==> config.mk <==
export PLATFORM = sky130hd
export DESIGN_NAME = bcd_hms_counter_flat
export DESIGN_NICKNAME = d
export VERILOG_FILES = /design/src/rtl/hms_pkg.sv /design/src/rtl/bcd_hms_counter_if.sv /design/src/rtl/bcd_mod_counter.sv /design/src/rtl/bcd_hms_counter.sv /design/src/flat_wrapper.sv
export SDC_FILE = /design/constraint.sdc
export NUM_CORES = 1
export LEC_CHECK = 0
export BUFFER_PORTS_ARGS = -buffer_cell sky130_fd_sc_hd__buf_2
export CAP_MARGIN = 20
export CORE_AREA = 2 2 81 83
export CTS_CLUSTER_DIAMETER = 200
export DETAILED_ROUTE_END_ITERATION = 8
export DIE_AREA = 0 0 83 85
export GPL_TIMING_DRIVEN = 0
export PLACE_DENSITY = 0.55
export RECOVER_POWER = 25
export REMOVE_ABC_BUFFERS = 1
export SETUP_SLACK_MARGIN = 0.1
export SKIP_CTS_REPAIR_TIMING = 1
export SLEW_MARGIN = 20
export SYNTH_ARGS = -nofsm -noshare
export SYNTH_HDL_FRONTEND = slang
export SYNTH_SLANG_ARGS = --single-unit
==> constraint.sdc <==
create_clock -name clk -period 2.1 [get_ports clk]
set_input_delay 0.105 -clock clk [delete_from_list [all_inputs] [get_ports clk]]
set_output_delay 0.105 -clock clk [all_outputs]
set_load 0.005 [all_outputs]
==> src/rtl/hms_pkg.sv <==
// rtl/hms_pkg.sv - shared states, BCD constants and digit helpers for the h:m:s counter
package hms_pkg;

    typedef enum logic [1:0] {
        IDLE  = 2'd0,
        RUN   = 2'd1,
        PAUSE = 2'd2
    } hms_state_t;

    localparam logic [7:0] BCD_59 = 8'h59;
    localparam logic [3:0] BCD_9  = 4'h9;

    function automatic logic bcd_digit_ok(input logic [3:0] d);
        return d <= BCD_9;
    endfunction

    // One BCD increment of a two-digit value that wraps to 00 after max.
    function automatic logic [7:0] bcd_step(input logic [7:0] q, input logic [7:0] max);
        logic [7:0] r;
        if (q == max)
            r = 8'h00;
        else if (q[3:0] == BCD_9)
            r = {q[7:4] + 4'd1, 4'h0};
        else
            r = {q[7:4], q[3:0] + 4'd1};
        return r;
    endfunction

endpackage

==> src/rtl/bcd_hms_counter_if.sv <==
// rtl/bcd_hms_counter_if.sv - preset-load handshake between a requester and the h:m:s counter
interface bcd_hms_counter_if;

    logic        set_req;
    logic [23:0] set_value;
    logic        set_ack;
    logic        set_err;

    modport master (
        output set_req,
        output set_value,
        input  set_ack,
        input  set_err
    );

    modport slave (
        input  set_req,
        input  set_value,
        output set_ack,
        output set_err
    );

endinterface

==> src/rtl/bcd_mod_counter.sv <==
// rtl/bcd_mod_counter.sv - two-digit BCD counter wrapping after MAX, with load and clear
module bcd_mod_counter
    import hms_pkg::*;
#(
    parameter logic [7:0] MAX = 8'h59
) (
    input  logic       clk,
    input  logic       reset,
    input  logic       clr,
    input  logic       load,
    input  logic [7:0] load_val,
    input  logic       inc,
    output logic [7:0] q,
    output logic       carry
);

    // Carry is combinational so the next stage advances in the same cycle.
    assign carry = inc && (q == MAX);

    always_ff @(posedge clk) begin
        if (reset || clr)
            q <= 8'h00;
        else if (load)
            q <= load_val;
        else if (inc)
            q <= bcd_step(q, MAX);
    end

endmodule

==> src/rtl/bcd_hms_counter.sv <==
// rtl/bcd_hms_counter.sv - BCD hh:mm:ss counter with run/pause/clear and preset load; ALARM_EN adds an alarm compare
module bcd_hms_counter
    import hms_pkg::*;
#(
    parameter logic [7:0] HOUR_MAX = 8'h23
) (
    input  logic                    clk,
    input  logic                    reset,
    input  logic                    tick_1s,
    input  logic                    start_stop,
    input  logic                    clear,
    bcd_hms_counter_if.slave        set_bus,
    output logic [7:0]              sec,
    output logic [7:0]              min,
    output logic [7:0]              hour,
    output logic                    running,
    output logic                    wrap
`ifdef ALARM_EN
    ,
    input  logic [23:0]             alarm_value,
    output logic                    alarm
`endif
);

    hms_state_t state_q, state_d;

    logic       tick_1s_d;
    logic       tick_ev;
    logic       set_armed;
    logic       set_fire;
    logic       set_ok;
    logic       set_load;
    logic       count_inc;
    logic       sec_carry, min_carry, hour_carry;
    logic [7:0] set_hh, set_mm, set_ss;

    assign {set_hh, set_mm, set_ss} = set_bus.set_value;

    assign tick_ev = tick_1s & ~tick_1s_d;

    // A request is served once; set_armed re-opens only after set_req is seen low.
    assign set_fire = set_bus.set_req & set_armed & ~clear;

    assign set_ok = (state_q != RUN)
                 && bcd_digit_ok(set_hh[7:4]) && bcd_digit_ok(set_hh[3:0])
                 && bcd_digit_ok(set_mm[7:4]) && bcd_digit_ok(set_mm[3:0])
                 && bcd_digit_ok(set_ss[7:4]) && bcd_digit_ok(set_ss[3:0])
                 && (set_ss <= BCD_59) && (set_mm <= BCD_59) && (set_hh <= HOUR_MAX);

    assign set_load = set_fire & set_ok;

    assign count_inc = tick_ev & (state_q == RUN) & ~clear & ~start_stop & ~set_load;

    always_comb begin
        state_d = state_q;
        if (clear) begin
            state_d = IDLE;
        end else if (start_stop) begin
            case (state_q)
                IDLE:    state_d = RUN;
                RUN:     state_d = PAUSE;
                PAUSE:   state_d = RUN;
                default: state_d = IDLE;
            endcase
        end
    end

    always_ff @(posedge clk) begin
        if (reset) begin
            state_q         <= IDLE;
            tick_1s_d       <= 1'b0;
            set_armed       <= ~set_bus.set_req;
            running         <= 1'b0;
            set_bus.set_ack <= 1'b0;
            set_bus.set_err <= 1'b0;
            wrap            <= 1'b0;
        end else begin
            state_q         <= state_d;
            tick_1s_d       <= tick_1s;
            running         <= (state_d == RUN);
            set_bus.set_ack <= set_load;
            set_bus.set_err <= set_fire & ~set_ok;
            wrap            <= hour_carry;
            if (clear)
                set_armed <= ~set_bus.set_req;
            else if (set_fire)
                set_armed <= 1'b0;
            else if (!set_bus.set_req)
                set_armed <= 1'b1;
        end
    end

    bcd_mod_counter #(.MAX(BCD_59)) u_sec (
        .clk      (clk),
        .reset    (reset),
        .clr      (clear),
        .load     (set_load),
        .load_val (set_ss),
        .inc      (count_inc),
        .q        (sec),
        .carry    (sec_carry)
    );

    bcd_mod_counter #(.MAX(BCD_59)) u_min (
        .clk      (clk),
        .reset    (reset),
        .clr      (clear),
        .load     (set_load),
        .load_val (set_mm),
        .inc      (sec_carry),
        .q        (min),
        .carry    (min_carry)
    );

    bcd_mod_counter #(.MAX(HOUR_MAX)) u_hour (
        .clk      (clk),
        .reset    (reset),
        .clr      (clear),
        .load     (set_load),
        .load_val (set_hh),
        .inc      (min_carry),
        .q        (hour),
        .carry    (hour_carry)
    );

`ifdef ALARM_EN
    // Compare against the value the counters are about to take, so only ticks can fire it.
    logic [23:0] count_next;

    always_comb begin
        count_next = {min_carry ? bcd_step(hour, HOUR_MAX) : hour,
                      sec_carry ? bcd_step(min, BCD_59)    : min,
                      bcd_step(sec, BCD_59)};
    end

    always_ff @(posedge clk) begin
        if (reset)
            alarm <= 1'b0;
        else
            alarm <= count_inc && (count_next == alarm_value);
    end
`endif

endmodule

==> src/flat_wrapper.sv <==
// flat-port wrapper written by rule: the top's interface ports become plain ports
module bcd_hms_counter_flat import hms_pkg::*;
#(
    parameter logic [7:0] HOUR_MAX = 8'h23
)
  (clk, reset, tick_1s, start_stop, clear, sec, min, hour, running, wrap, set_bus_set_req, set_bus_set_value, set_bus_set_ack, set_bus_set_err);
  bcd_hms_counter_if set_bus_i ();
  input  logic clk;
  input  logic reset;
  input  logic tick_1s;
  input  logic start_stop;
  input  logic clear;
  output logic [7:0] sec;
  output logic [7:0] min;
  output logic [7:0] hour;
  output logic running;
  output logic wrap;
  input wire logic [$bits(set_bus_i.set_req)-1:0] set_bus_set_req;
  input wire logic [$bits(set_bus_i.set_value)-1:0] set_bus_set_value;
  output wire logic [$bits(set_bus_i.set_ack)-1:0] set_bus_set_ack;
  output wire logic [$bits(set_bus_i.set_err)-1:0] set_bus_set_err;
  assign set_bus_i.set_req = set_bus_set_req;
  assign set_bus_i.set_value = set_bus_set_value;
  assign set_bus_set_ack = set_bus_i.set_ack;
  assign set_bus_set_err = set_bus_i.set_err;
  bcd_hms_counter #(.HOUR_MAX(HOUR_MAX)) u_core (.clk(clk), .reset(reset), .tick_1s(tick_1s), .start_stop(start_stop), .clear(clear), .set_bus(set_bus_i), .sec(sec), .min(min), .hour(hour), .running(running), .wrap(wrap));
endmodule
After elaboration in Yosys (flattened, before gate mapping)
Cells that the tools add are included.
Widths: inputs -> output; s select.
{"block": "word_totals", "regBits": 32}
{"block": "op_classes", "order_cmp": 9, "mux": 19, "addsub": 6, "reduce_logical": 24, "bitwise_logic": 15, "eq_ne": 11}
{"operator": "$mux 8", "n": 12}
{"operator": "$add 4x1->4 const B", "n": 6}
{"operator": "$le 4x4->1 const B", "n": 6}
{"operator": "$eq 8x7->1 const B", "n": 2}
{"operator": "$le 8x7->1 const B", "n": 2}
{"operator": "$eq 4x4->1 const B", "n": 3}
{"operator": "$logic_and 1x1->1", "n": 12}
{"operator": "$and 1x1->1", "n": 9}
{"operator": "$reduce_bool 3->1", "n": 3}
{"operator": "$eq 8x6->1 const B", "n": 1}
{"operator": "$le 8x6->1 const B", "n": 1}
{"operator": "$not 1->1", "n": 6}
{"operator": "$reduce_and 2->1", "n": 3}
{"operator": "$reduce_bool 2->1", "n": 3}
{"operator": "$eq 2x1->1 const B", "n": 2}
{"operator": "$mux 1", "n": 4}
{"operator": "$mux 2", "n": 2}
{"operator": "$ne 4x3->1 const B", "n": 1}
{"operator": "$pmux 2 s2", "n": 1}
{"operator": "$eq 2x2->1 const B", "n": 1}
{"operator": "$logic_not 2->1", "n": 1}
{"operator": "$ne 2x1->1 const B", "n": 1}
{"operator": "$reduce_or 2->1", "n": 1}
{"operator": "$logic_or 1x1->1", "n": 1}

Depth between registers and ports, before layout
Gate-level depths: netlist of run 1.
{"block": "logic_depth", "ltp_word": 17, "ltp_mapped": 9, "mapped_depth_nobuf": 7}

Modules after synthesis
From an unflattened synthesis of run 1, not the netlist that was laid out.
{"block": "unflattened", "hier_cells": 225, "hier_area_um2": 1923.1}
{"module": "bcd_mod_counter (u_core.u_min ...)", "instances": 2, "area_per_inst_um2": 496.7, "cells_per_inst": 60, "seq_area_each_um2": 160.2}
{"module": "bcd_mod_counter (u_core.u_hour)", "instances": 1, "area_per_inst_um2": 576.8, "cells_per_inst": 68, "seq_area_each_um2": 160.2}
{"module": "bcd_hms_counter", "instances": 1, "area_per_inst_um2": 352.8, "cells_per_inst": 37, "seq_area_each_um2": 170.2}

Least setup slack after synthesis of run 1
Ideal clock, no wire load.
{"block": "synth_path", "path_type": "reg-to-reg", "from": "reg u_core.u_sec.q[0]", "to": "reg u_core.u_sec.q[7]", "t_arrival_ps": 1727, "path_buffers": 1, "setup_time_ps": 60, "slack_ps": 313, "path_stages_with_launch": 8, "path_cell_list": "dfxtp_1 -> ha_1 -> and3b_1 -> buf_2 -> nand3_2 -> or4_1 -> o21ai_1 -> and3_1"}
{"block": "synth_via", "elab_chain_cells": 4, "elab_cells_between_ends": 7, "classes_between": "eq/ne (2); mux (3); reduce/logical (2)"}
{"item": "start, declared", "line": "bcd_mod_counter.sv:13", "source": "output logic [7:0] q,"}
{"item": "start signal, assigned", "line": "bcd_mod_counter.sv:24", "source": "q <= load_val;"}
{"item": "start signal, assigned", "line": "bcd_mod_counter.sv:26", "source": "q <= bcd_step(q, MAX);"}
{"item": "$eq 8x7->1", "line": "hms_pkg.sv:20", "source": "if (q == max)"}
{"item": "$mux 8", "line": "hms_pkg.sv:20"}
{"item": "$mux 8", "line": "bcd_mod_counter.sv:25", "source": "else if (inc)"}
{"item": "$mux 8", "line": "bcd_mod_counter.sv:23", "source": "else if (load)"}
Parallel ways exist; a longest one is shown, timed or not. The select of a mux whose other input is x is not followed.
A chain may end at the register's enable or synchronous reset.

Final worst setup path of run 1
{"block": "layout_path", "from": "reg u_core.u_sec.q[4]", "to": "reg u_core.u_hour.q[4]"}
{"block": "layout_via", "elab_chain_cells": 5}
{"item": "$eq 8x7->1", "line": "bcd_mod_counter.sv:18", "source": "assign carry = inc && (q == MAX);"}
{"item": "$logic_and 1x1->1 (2 in series)", "line": "bcd_mod_counter.sv:18"}
{"item": "$reduce_bool 2->1 (no source line)"}
{"item": "$reduce_and 2->1 (no source line)"}
{"item": "end signal, assigned", "line": "bcd_mod_counter.sv:24"}
{"item": "end signal, assigned", "line": "bcd_mod_counter.sv:26"}
{"item": "end, declared", "line": "bcd_mod_counter.sv:13"}
Every way passes these cells.

==> results of run 1 <==
state kept, by name (all words and copies together), names as in the netlist:
register                flops
u_core.set_bus.set_err      1
u_core.set_armed            1
u_core.u_hour.q             8
u_core.state_q              2
u_core.tick_1s_d            1
u_core.set_bus.set_ack      1
u_core.u_sec.q              8
u_core.u_min.q              8
u_core.wrap                 1
u_core.running              1
metrics by stage:
stage,setup TNS [ns],setup slack [ns]
after floorplan,0,0.270
final,0,0.186
after CTS,0,0.0302
after detailed placement,-0.0186,-0.0106
after global routing,0,0.0687
after global placement,-4.21,-0.249
layout make-up:
type / instances / area (µm²)
Sequential cell: 32 / 652
Fill cell: 655 / 3900
Clock buffer: 8 / 90.1
Timing Repair Buffer: 58 / 287
Tap cell: 77 / 96.3
Multi-Input combinational cell: 171 / 1140
Inverter: 11 / 41.3
power breakdown:
group / total [mW] / internal (mW) / switching, mW
registers: 0.619 / 0.615 / 0.00377
clock network: 0.506 / 0.268 / 0.238
logic: 0.0793 / 0.0349 / 0.0444
total: 1.20 / 0.918 / 0.287
cells in the mapped netlist (5+ instances only):
master and count:
a21oi_1 20, o21ai_0 18, nor2_1 19, nand3_1 10
nor4_1 6, nand2_1 7, a211oi_1 6, buf_2 6
inv_1 11, mux2i_1 5, a31oi_1 6, ha_1 10
nor3_1 7, dfxtp_1 31
cells by family (layout without fill, tap and decap cells):
group / after synthesis / count (layout) / synth area share (%)
multiplexers: 5 / 5 / 2.67
AO/OA/AOI/OAI: 63 / 63 / 20.2
buffers and inverters: 23 / 77 / 5.47
XOR/XNOR: 2 / 2 / 0.935
flip-flops: 32 / 32 / 34.7
adder cells (fa/ha/maj): 10 / 10 / 6.68
AND/OR/NAND/NOR: 91 / 91 / 29.3
critical path: cells and delay by family, from the launching register on:
| kind | cells | cell delay (ns) |
|---|---|---|
| AO/OA/AOI/OAI | 1 | 0.13 |
| adder cells (fa/ha/maj) | 1 | 0.17 |
| flip-flops | 1 | 0.43 |
| AND/OR/NAND/NOR | 4 | 1.12 |
path summary, 6_finish.rpt:
| kind | start | endpoint | slack [ns] | cells after the start |
|---|---|---|---|---|
| worst max-delay path | u_core.u_sec.q[4] | u_core.u_hour.q[4] | 0.19 | 6 |
| worst min-delay path | tick_1s | u_core.tick_1s_d | 0.07 | 2 |
| worst max register to register | u_core.u_sec.q[4] | u_core.u_hour.q[4] | 0.19 | 6 |
| worst min register to register | u_core.u_min.q[7] | u_core.u_min.q[7] | 0.51 | 2 |
metal layers:
layer	routed length [µm]	track usage, %	vias to the layer above
met5	0	0	-
met1	2510	19.3	860
met4	59	5.07	0
li1	-	-	942
met3	336	3.99	6
met2	2150	21.6	59
==> flow_summary.json, run 1 <==
{
  "status": "finished clean",
  "worst_pin_slew_ns": 1.03,
  "cts_tree": "built",
  "synth_flop_cell": "dfxtp_1",
  "wirelength_mm": 5.06,
  "drive_gt1_share_pct": 25.7,
  "pwr_density_cell_nw_per_um2": 522,
  "synth_top_area_cell": "dfxtp_1",
  "fin_crit_sh_pct": 91.1,
  "yosysWarnings": 0,
  "worst_path_largest_cell_delay_ns": 0.45,
  "max-clock-path-buffers": 2,
  "yosysSeqAreaShare_pct": 34.7,
  "fmax_mhz": 523,
  "utilization_pct": 37.1,
  "num_rows": 29,
  "critical_path.slowest_cell": "or3_4",
  "core_um2": 6200,
  "die_w_um": 83,
  "die_h_um": 85,
  "fin_area_um2": 2300,
  "worstSkewPairLatency_ns": 0.28,
  "place_area_um2": 2200,
  "slew-limit-headroom_pct": 31.3,
  "setup.worst_path.end_class": "flop",
  "async_flop_share_pct": 0,
  "hold_viol": 0,
  "final_nets": 319,
  "via_per_inst": 5.23,
  "maxCapViolCount": 0,
  "skew_ns": 0.00631,
  "vias": 1867,
  "htree_levels": 2,
  "power_mw": 1.20,
  "dp_hpwl_mm": 3.64,
  "post-place-cells": 348,
  "wl_per_cell_um": 14.2,
  "initialDrtViolationCount": 107,
  "grt.overflow.total": 0,
  "final_common_cell": "buf_2",
  "avgSynthCellArea_um2": 8.29,
  "yosysTopAreaCellShare_pct": 33.1,
  "min_period_ns": 1.91,
  "slew_viol_final": 0,
  "vdd_drop_max_mv": 0.286,
  "synth_cell_types": 48,
  "start_util_pct": 30.2,
  "routabilityCongestion": 0.826,
  "final_cell_mix": "buf_2, dfxtp_1, a21oi_1",
  "clk_pin_slew_worst_paths_ns": 0.07,
  "antenna_found_initial": 0,
  "netlist_area_um2": 1870,
  "grt_pass1_wl_mm": 8.14,
  "groute.usage.overall_pct": 14.2,
  "hold_slack_ns": 0.0726,
  "crit_arrival_ns": 2.13,
  "antenna_cells": 0,
  "drtAntennaViolNets": 0,
  "drc_errors": 0,
  "fp.dieArea_um2": 7060,
  "synth_edf_count": 1,
  "p_leak_nw": 0.934,
  "cts-buffers-inserted": 5,
  "worst_ep_required_time_ns": 2.32,
  "cts_root_buffer": "clkbuf_8",
  "areaGrowthSynthToFinish_pct": 23.0,
  "portBuffers": 57,
  "worstSetupPathType": "flop to flop",
  "finalSetupViolations": 0,
  "cts.sinks": 32,
  "crit_chain": "ha_1 -> and3b_2 -> nand4_1 -> or3_4 -> and2_1 -> a21oi_1",
  "cp_max_fo": 8,
  "rsz0062_at_grt": "no",
  "synthTopCellsByArea": "dfxtp_1, ha_1, a21oi_1",
  "grt_pass1_vias": 1716,
  "crit_path_start_kind": "flop",
  "drt-pass1-iter-count": 4,
  "hold_path_class": "input pin to flop",
  "syn_inst": 226,
  "grt_max_degree": 46,
  "ys_ff_latch": 32,
  "ios": 58,
  "instances_no_fill": 357
}
(Power assumes the default switching activity.)
==> inputs of run 2 (changes only) <==
--- a/config.mk
+++ b/config.mk
@@ -8,6 +8,7 @@
 export BUFFER_PORTS_ARGS = -buffer_cell sky130_fd_sc_hd__buf_2
 export CAP_MARGIN = 20
 export CORE_AREA = 2 2 81 83
+export CTS_BUF_LIST = sky130_fd_sc_hd__clkbuf_4 sky130_fd_sc_hd__clkbuf_8
 export CTS_CLUSTER_DIAMETER = 200
 export DETAILED_ROUTE_END_ITERATION = 8
 export DIE_AREA = 0 0 83 85
==> run 2 against run 1 <==
Via count increased by 0.11%; sequential share of layout area down 0.092 points; global-route usage stayed put; combinational power about the same; fmax is 0.60% higher; total power is 1.9% higher; critical path depth unchanged; core utilization is 0.12 points higher; non-clock buffer count unchanged; design area grew 0.33%; sequential power hardly changed; critical endpoint unchanged.
==> flow_summary.json, run 2 (synthesis results as in run 1) <==
{
  "status": "finished clean",
  "core_um2": 6200,
  "min_path_cells": 2,
  "vias": 1869,
  "wl_per_cell_um": 14.1,
  "grt_use_met1_pct": 19.2,
  "r2r_cells": 6,
  "setup.worst_path.end_class": "flop",
  "worst_ep_required_time_ns": 2.32,
  "worst_slack_ns": 0.198,
  "antenna_cells": 0,
  "crit_chain": "ha_1 -> and3b_2 -> nand4_1 -> or3_4 -> and2_1 -> a21oi_1",
  "grt_pass1_wl_mm": 8.15,
  "via_per_inst": 5.24,
  "drtAntennaViolNets": 0,
  "cts.sinks": 32,
  "max-clock-path-buffers": 2,
  "grt.overflow.total": 0,
  "htree_levels": 2,
  "drc_errors": 0,
  "path_buf_inv": 0,
  "cts_root_buffer": "clkbuf_8",
  "die_h_um": 85,
  "hold_slack_ns": 0.0718,
  "dp_hpwl_mm": 3.64,
  "crit_arrival_ns": 2.12,
  "worst_path_largest_cell_delay_ns": 0.44,
  "top_regs": "u_core.u_hour.q x8, u_core.u_min.q x8, u_core.u_sec.q x8",
  "cp.depth": 6,
  "num_rows": 29,
  "p_leak_nw": 0.941,
  "finalSetupViolations": 0,
  "vdd_drop_max_mv": 0.284,
  "hold_viol": 0,
  "grt_util_met3_pct": 3.99,
  "fin_crit_sh_pct": 90.6,
  "ios": 58,
  "final_nets": 319,
  "cts-buffers-inserted": 5,
  "start_util_pct": 30.2,
  "grt_pass1_vias": 1728,
  "hold_path_class": "input pin to flop",
  "cp_max_fo": 8,
  "worstSetupPathType": "flop to flop",
  "die_w_um": 83,
  "initialDrtViolationCount": 90,
  "fill_cells": 655,
  "worstSkewPairLatency_ns": 0.28,
  "critical_path.slowest_cell": "or3_4",
  "clk_pin_slew_worst_paths_ns": 0.07,
  "dp_slack_ns": -0.0106,
  "slew_viol_final": 0,
  "final_common_cell": "buf_2",
  "worst_pin_slew_ns": 1.05,
  "rsz0062_at_grt": "no",
  "wirelength_mm": 5.03,
  "skew_ns": 0.00659,
  "cts_tree": "built",
  "routabilityCongestion": 0.826,
  "crit_path_start_kind": "flop",
  "fmax_mhz": 526,
  "groute.usage.overall_pct": 14.2,
  "min_period_ns": 1.90,
  "slew-limit-headroom_pct": 30.0,
  "drive_gt1_share_pct": 26.4,
  "fp.dieArea_um2": 7060,
  "grtUsageMet2_pct": 21.4,
  "grt-busiest-layer": "met2",
  "grt_max_degree": 46,
  "path_delay_family": "simple AND/OR/NAND/NOR gates",
  "final_cell_mix": "buf_2, dfxtp_1, a21oi_1",
  "antenna_found_initial": 0,
  "portBuffers": 57,
  "areaGrowthSynthToFinish_pct": 23.4,
  "drt-pass1-iter-count": 4,
  "maxCapViolCount": 0,
  "pwr_density_cell_nw_per_um2": 530
}
==> run 2: worst reg2reg max path: cells and delay by family, from the launching register on <==
kind                     cells  cell delay, ns
flip-flops                   1            0.42
AO/OA/AOI/OAI                1            0.13
AND/OR/NAND/NOR              4            1.10
adder cells (fa/ha/maj)      1            0.17
==> run 2: power breakdown <==
part	switching, mW	total, mW	internal, mW
clock	0.235	0.528	0.293
sequential	0.00383	0.619	0.615
combinational	0.0443	0.0791	0.0349
total	0.283	1.23	0.943
==> run 2: path summary, 6_finish.rpt <==
| path | from | endpoint | slack [ns] |
|---|---|---|---|
| max | u_core.u_sec.q[4] | u_core.u_hour.q[4] | 0.20 |
| min | tick_1s | u_core.tick_1s_d | 0.07 |
| min reg2reg | u_core.u_min.q[7] | u_core.u_min.q[7] | 0.50 |
| max reg2reg | u_core.u_sec.q[4] | u_core.u_hour.q[4] | 0.20 |
==> run 2: area by class of cell <==
type | count | area, µm² | share of cell area, %
flip-flops and latches | 32 | 652 | 28.2
well taps | 77 | 96.3 | 4.17
repair buffers | 58 | 287 | 12.4
clock buffers | 8 | 97.6 | 4.22
multi-input cells | 171 | 1140 | 49.2
inverters | 11 | 41.3 | 1.79
==> run 2: layer usage <==
metal	wire length, µm	vias to the layer above
met5	0	-
met4	74	0
met3	325	8
met2	2140	51
met1	2490	868
li1	-	942
==> run 2: metrics by stage <==
step | utilization (%) | instance area (µm²) | cells | power [mW] | TNS [ns]
2_1_floorplan | - | 1810 | 214 | 0.663 | 0
3_3_place_gp | 35.4 | 2190 | 348 | 0.712 | -4.21
3_5_place_dp | 35.4 | 2200 | 348 | 0.713 | -0.0186
4_1_cts | 37.0 | 2290 | 356 | 1.24 | 0
5_1_grt | 37.3 | 2310 | 357 | 1.28 | 0
6_report | 37.3 | 2310 | 357 | 1.23 | 0
==> inputs of run 3 (changes only) <==
--- a/config.mk
+++ b/config.mk
@@ -14,7 +14,6 @@
 export DIE_AREA = 0 0 83 85
 export GPL_TIMING_DRIVEN = 0
 export PLACE_DENSITY = 0.55
-export RECOVER_POWER = 25
 export REMOVE_ABC_BUFFERS = 1
 export SETUP_SLACK_MARGIN = 0.1
 export SKIP_CTS_REPAIR_TIMING = 1
==> run 3 against run 2 <==
Sequential power is essentially flat; combinational power grew 1%; register-to-register slack gained 0.02 ns; hold slack lost 0.017 ns; critical path type unchanged; count of clock-buffer cells in the layout is the same; flip-flop and latch count is the same.
==> flow_summary.json, run 3 (synthesis results as in run 1) <==
{
  "fp.dieArea_um2": 7060,
  "place_area_um2": 2200,
  "fmax_mhz": 532,
  "clk_pin_slew_worst_paths_ns": 0.07,
  "htree_levels": 2,
  "r2r_cells": 6,
  "cts-buffers-inserted": 5,
  "maxCapViolCount": 0,
  "hold_path_class": "input pin to flop",
  "cts_root_buffer": "clkbuf_8",
  "cp_max_fo": 7,
  "cts_tree": "built",
  "grtUsageMet2_pct": 21.4,
  "start_util_pct": 30.2,
  "worst_path_largest_cell_delay_ns": 0.44,
  "final_nets": 319,
  "setup.worst_path.end_class": "flop",
  "grt_util_met3_pct": 3.99,
  "final_common_cell": "buf_2",
  "status": "finished clean",
  "grt_max_degree": 46,
  "die_w_um": 83,
  "grt.overflow.total": 0,
  "drtAntennaViolNets": 0,
  "vdd_drop_max_mv": 0.284,
  "drc_errors": 0,
  "min_period_ns": 1.88,
  "num_rows": 29,
  "worst_slack_ns": 0.219,
  "rsz0062_at_grt": "no",
  "antenna_found_initial": 0,
  "fin_crit_sh_pct": 89.6,
  "vias": 1868,
  "top_regs": "u_core.u_hour.q x8, u_core.u_min.q x8, u_core.u_sec.q x8",
  "worstSetupPathType": "flop to flop",
  "utilization_pct": 37.4,
  "max-clock-path-buffers": 2,
  "slew-limit-headroom_pct": 32.4,
  "post-place-cells": 348,
  "portBuffers": 57,
  "worstSkewPairLatency_ns": 0.29,
  "crit_chain": "ha_1 -> and3b_2 -> nand4_1 -> or3_4 -> and2_1 -> a21oi_1",
  "areaGrowthSynthToFinish_pct": 23.8,
  "crit_arrival_ns": 2.10,
  "fill_cells": 653,
  "core_um2": 6200,
  "finalSetupViolations": 0,
  "dp_hpwl_mm": 3.64,
  "fin_area_um2": 2320,
  "hold_viol": 0,
  "die_h_um": 85,
  "multi_input_area_um2": 1140,
  "ios": 58,
  "worst_pin_slew_ns": 1.01,
  "drive_gt1_share_pct": 28.9,
  "slew_viol_final": 0,
  "grt-busiest-layer": "met2",
  "initialDrtViolationCount": 87,
  "fin_tns_setup_ns": 0,
  "regArea_um2": 653,
  "cts.sinks": 32,
  "instances_no_fill": 357,
  "routabilityCongestion": 0.826,
  "drt-pass1-iter-count": 4,
  "crit_path_start_kind": "flop",
  "antenna_cells": 0,
  "via_per_inst": 5.23,
  "grt_use_met1_pct": 19.2,
  "grt_pass1_vias": 1728,
  "grt_pass1_wl_mm": 8.15,
  "dp_slack_ns": -0.0106,
  "groute.usage.overall_pct": 14.2,
  "p_leak_nw": 0.961,
  "min_path_cells": 2,
  "wl_per_cell_um": 14.1,
  "wirelength_mm": 5.02,
  "pwr_density_cell_nw_per_um2": 529,
  "skew_ns": 0.00824,
  "worst_ep_required_time_ns": 2.32,
  "final_cell_mix": "buf_2, dfxtp_1, a21oi_1",
  "critical_path.slowest_cell": "or3_4"
}
## run 3: cell types whose count changed in the layout (fill, tap and decap cells not counted)
cell	before	now
or2_2	1	2
clkbuf_1	5	0
dfxtp_2	1	2
buf_2	52	57
or2_0	1	0
dfxtp_1	30	29
## run 3: final timing paths
path	from	endpoint	slack (ns)
setup / recovery	u_core.u_sec.q[0]	u_core.u_hour.q[4]	0.22
hold / removal	tick_1s	u_core.tick_1s_d	0.06
setup reg to reg	u_core.u_sec.q[0]	u_core.u_hour.q[4]	0.22
hold reg to reg	u_core.u_min.q[7]	u_core.u_min.q[7]	0.50
## run 3: layer usage
metal	up-vias	wire (µm)
met5	-	0
met4	0	74
met3	8	332
met2	55	2140
met1	864	2480
li1	941	-
## run 3: critical path: cells and delay by family (launching register included)
family                     cells  cell delay, ns
DFF                            1            0.38
AOI/OAI and AO/OA              1            0.13
adders and majority gates      1            0.17
and+or+nand+nor                4            1.12
## run 3: area by class of cell
class	instances	area share, %
sequential	32	28.2
multi-input combinational	171	49.1
tap	77	4.15
inverter	11	1.78
clock buffer	8	4.21
timing repair buffer	58	12.6
## run 3: power breakdown
group	switching [mW]	internal (mW)
Clock	0.234	0.293
Sequential	0.00383	0.615
Combinational	0.0442	0.0359
Total	0.282	0.944
## run 3: stage by stage
step | total power, mW | hold WS [ns]
2_1_floorplan | 0.663 | 0.177
3_3_place_gp | 0.712 | 0.343
3_5_place_dp | 0.713 | 0.348
4_1_cts | 1.24 | 0.0526
5_1_grt | 1.28 | 0.0895
6_report | 1.23 | 0.0552
